File: config.mk
export PLATFORM = sky130hd
export DESIGN_NAME = dual_input_debouncer
export DESIGN_NICKNAME = d
export VERILOG_FILES = /design/src/rtl/dual_input_debouncer.sv
export SDC_FILE = /design/constraint.sdc
export NUM_CORES = 1
export LEC_CHECK = 0
export ABC_CLOCK_PERIOD_IN_PS = 1500
export CAP_MARGIN = 10
export CORE_UTILIZATION = 40
export DETAILED_ROUTE_END_ITERATION = 8
export GPL_ROUTABILITY_DRIVEN = 0
export PLACE_DENSITY = 0.57
export REMOVE_ABC_BUFFERS = 1
export SETUP_SLACK_MARGIN = 0.05
export SYNTH_ARGS = -nofsm -noshare
export SYNTH_HDL_FRONTEND = slang
export SYNTH_SLANG_ARGS = --single-unit
File: constraint.sdc
create_clock -name clk -period 1.5 [get_ports clk]
set_input_delay 0.375 -clock clk [delete_from_list [all_inputs] [get_ports clk]]
set_output_delay 0.375 -clock clk [all_outputs]
set_load 0.005 [all_outputs]
File: src/rtl/dual_input_debouncer.sv
// Two independent glitch filters for raw PS/2 clock/data pins: each input is
// double-flop synchronised and only forwarded once it has held a new level.
module dual_input_debouncer #(
    parameter int unsigned STABLE_CYCLES = 19,
    parameter logic        IDLE_LEVEL    = 1'b1
) (
    input  logic clk,
    input  logic rst,
    input  logic In0,
    input  logic In1,
    output logic Out0,
    output logic Out1
);

    localparam int unsigned CW = $clog2(STABLE_CYCLES) + 1;
    localparam logic [CW-1:0] LAST_COUNT = CW'(STABLE_CYCLES - 1);

    logic [1:0] raw_in;
    logic [1:0] out_vec;

    assign raw_in = {In1, In0};

    generate
        for (genvar gi = 0; gi < 2; gi++) begin : g_ch
            logic          s1_q;
            logic          s2_q;
            logic          out_q;
            logic          out_d;
            logic [CW-1:0] cnt_q;
            logic [CW-1:0] cnt_d;

            // Count consecutive disagreeing samples; any agreement or a completed
            // count restarts from zero, so the counter can never wrap.
            always_comb begin
                out_d = out_q;
                cnt_d = '0;
                if (s2_q != out_q) begin
                    if (cnt_q == LAST_COUNT) begin
                        out_d = s2_q;
                    end else begin
                        cnt_d = cnt_q + CW'(1);
                    end
                end
            end

            always_ff @(posedge clk or posedge rst) begin
                if (rst) begin
                    s1_q  <= IDLE_LEVEL;
                    s2_q  <= IDLE_LEVEL;
                    out_q <= IDLE_LEVEL;
                    cnt_q <= '0;
                end else begin
                    s1_q  <= raw_in[gi];
                    s2_q  <= s1_q;
                    out_q <= out_d;
                    cnt_q <= cnt_d;
                end
            end

            assign out_vec[gi] = out_q;
        end
    endgenerate

    assign Out0 = out_vec[0];
    assign Out1 = out_vec[1];

endmodule

==> run metrics, run 1 <==
DRC viols 0; FP Rows 15; min Tclk post-route 1.40 ns; Final ANT Viol Nets 0; final setup vio count 0; Setup WS pre-CTS 0.107 ns; Yosys reg bits 18; post-DP HPWL 799 um; period utilization 93.6%; Via density 4.71; synth unique cells 16; largest net degree at the start of global routing 19; setup ws final 0.0953 ns; area of placed instances 888 sq um; Critical Path End Type primary output; first-pass GRT wire length 2.01 mm; Root Buffer clkbuf_4; final instance area 941 sq um; gr usage total 14.0%; # IOs 6; H-tree levels 1; GRT overflow 0; CP peak stage delay 0.54 ns; Starting Density 44.0%; Slowest-stage cell, CP dfstp_2; area delta synth->final 21.1%; WL final 1.12 mm; Final Skew 0.00253 ns; crit path launch type flip-flop; sequential element share of the synthesized area 58.9%; Die W 46.1 um; register share of total power 59.6%; Gate Count Post-Synth 63; Hold Crit Class flip-flop to flip-flop; switching component of the power 0.198 mW; Leak 0.430 nW; Fin. Hold Viols 0; worst-path fanout max 2; Comb power frac 6.6%; total internal power 0.687 mW; Setup CP Type flip-flop to primary output; DIE AREA 0.00212 sq mm; Max-slew headroom 79.0%; switching portion of total power 22.4%; Max VDD drop 0.632 mV; CTS tree built; DR vias 485; Least-Margin Pin Slew 0.311 ns; Yosys warnings 0; final-report max-slew violation count 0; status finished, final reports clean; CP cell instances clkdlybuf4s15_1; Clk pin slew, worst setup/hold paths 0.10 ns; FMAX 0.712 GHz; Mapped Area 777 sq um; DRT iter0 DRCs 11; Num CTS Buffers 3; Pre-Repair DR Iteration Count 4; Fill cells 170; Clock Power Share 33.8%; Worst Path Buf+Inv 1; Nets 87; Worst Path Arrival 1.03 ns; Core ar. 0.00176 sq mm; fraction of layout cells with a size suffix above 1 30.8%; power density cells 941 mW/mm^2; Avg Cell Area, Syn 12.3 sq um; clock sinks 18; port bufs 5; antenna fix cells 0; maximum root-to-sink buffer count 2; delay-heaviest family, CP flip-flops; max-cap viol count 0; cts hold-fix bufs 0; RSZ-0062 raised after global routing no; die height 46.1 um; total negative slack 0 ns; routed len/inst 10.8 um; multi-input logic area 314 sq um; Worst-Skew Late Latency 0.29 ns; initial antenna violation count 0; CP required 1.12 ns; sequential standard cell area 458 sq um; vias in the first global route 486
[cell usage after synthesis]
| cell | number | share of area, % |
|---|---|---|
| nor2_1 | 10 | 4.8 |
| dfstp_2 | 6 | 20 |
| a21boi_1 | 2 | 1.9 |
| mux2_2 | 2 | 2.9 |
| or3_1 | 2 | 1.6 |
| nand3_1 | 2 | 1.3 |
| dfrtp_1 | 12 | 39 |
| nand2_1 | 4 | 1.9 |
| nor4_1 | 2 | 1.6 |
| xor2_1 | 6 | 6.8 |
| xnor2_1 | 2 | 2.3 |
| o41ai_2 | 2 | 4.2 |
| nand3_2 | 2 | 2.6 |
| inv_1 | 3 | 1.4 |
| ha_1 | 4 | 6.4 |
| o21ai_0 | 2 | 1.3 |
[logic make-up after synthesis]
logic type / after synthesis / share of synthesized area, %
xor gates and xnor gates: 8 / 9.02
and+or+nand+nor: 22 / 13.8
adders and majority gates: 4 / 6.44
DFF: 18 / 58.9
muxes: 2 / 2.90
buffers and inverters: 3 / 1.45
AOI/OAI and AO/OA: 6 / 7.41
[power groups by stage]
stage / combinational [mW] / clock [mW] / sequential (mW)
3_5_place_dp: 0.0601 / 0 / 0.536
4_1_cts: 0.0604 / 0.313 / 0.528
5_1_grt: 0.0682 / 0.325 / 0.531
6_report: 0.0585 / 0.299 / 0.528
3_3_place_gp: 0.0594 / 0 / 0.536
2_1_floorplan: 0.0360 / 0 / 0.533
[worst reg2reg max path: stages (launching register included)]
cell     delay [ns]
dfrtp_1        0.44
inv_1          0.07
ha_1           0.14
nand2_1        0.07
nor4_1         0.19
mux2_2         0.37
[through the flow]
| step | instances | total power, mW | utilization (%) | hold WS (ns) |
|---|---|---|---|---|
| 6_report | 103 | 0.885 | 53.3 | 0.360 |
| 5_1_grt | 103 | 0.925 | 53.3 | 0.367 |
| 4_1_cts | 103 | 0.901 | 53.1 | 0.363 |
| 3_5_place_dp | 97 | 0.597 | 50.4 | 0.347 |
| 3_3_place_gp | 97 | 0.595 | 50.4 | 0.345 |
| 2_1_floorplan | 63 | 0.569 | - | 0.309 |
[per-layer routing]
metal | wire (um) | GRT usage [%] | up-vias
li1 | - | - | 241
met1 | 592 | 19.4 | 232
met2 | 462 | 19.4 | 7
met3 | 32 | 3.53 | 5
met4 | 27 | 8.82 | 0
met5 | 0 | 0 | -
[registers in the layout, indices dropped and copies added, names as in the netlist]
name and flops:
Out0 1, Out1 1, g_ch.s2_q 2, g_ch.s1_q 2, g_ch.cnt_q 12
[cell usage in the layout, fill, tap and decap left out, drive strengths merged]
master	Yosys	layout
a21boi	2	2
buf	0	6
clkbuf	0	5
clkdlybuf4s15	0	1
clkdlybuf4s50	0	3
dfrtp	12	12
dfstp	6	6
ha	4	4
inv	3	3
mux2	2	2
nand2	4	4
nand3	4	4
nor2	10	10
nor4	2	2
o21ai	2	2
o41ai	2	2
or3	2	2
xnor2	2	2
xor2	6	6
[final timing paths]
kind / startpoint / end / slack (ns) / depth (start not counted)
worst max-delay path: Out0 / Out0 / 0.1 / 1
worst min-delay path: g_ch[1].s1_q / g_ch[1].s2_q / 0.36 / 0
worst max register to register: g_ch[1].cnt_q[0] / Out1 / 0.16 / 5
worst min register to register: g_ch[1].s1_q / g_ch[1].s2_q / 0.36 / 0
max in group asynchronous: rst / g_ch[1].s1_q / 0.86 / 3
min in group asynchronous: rst / g_ch[0].cnt_q[0] / 0.38 / 3
[area by class of cell]
| cell class | count | area share [%] |
|---|---|---|
| repair buffers | 11 | 9.57 |
| inverters | 3 | 1.20 |
| flip-flops and latches | 18 | 48.7 |
| multi-input cells | 42 | 33.4 |
| well taps | 25 | 3.32 |
| clock buffers | 4 | 3.86 |
[repair_timing]
item | in CTS | in global routing
endpoints found under the setup margin | 2 | 3
setup buffers | 2 | 0
pin swaps | 0 | 0
gates resized for setup | 2 | 4
(Power assumes the default switching activity.)
==> run 2: changes to the inputs <==
--- a/config.mk
+++ b/config.mk
@@ -11,7 +11,6 @@
 export DETAILED_ROUTE_END_ITERATION = 8
 export GPL_ROUTABILITY_DRIVEN = 0
 export PLACE_DENSITY = 0.57
-export REMOVE_ABC_BUFFERS = 1
 export SETUP_SLACK_MARGIN = 0.05
 export SYNTH_ARGS = -nofsm -noshare
 export SYNTH_HDL_FRONTEND = slang
==> results of run 2 <==
Final layout, timing and power as in run 1 (identical DEF).
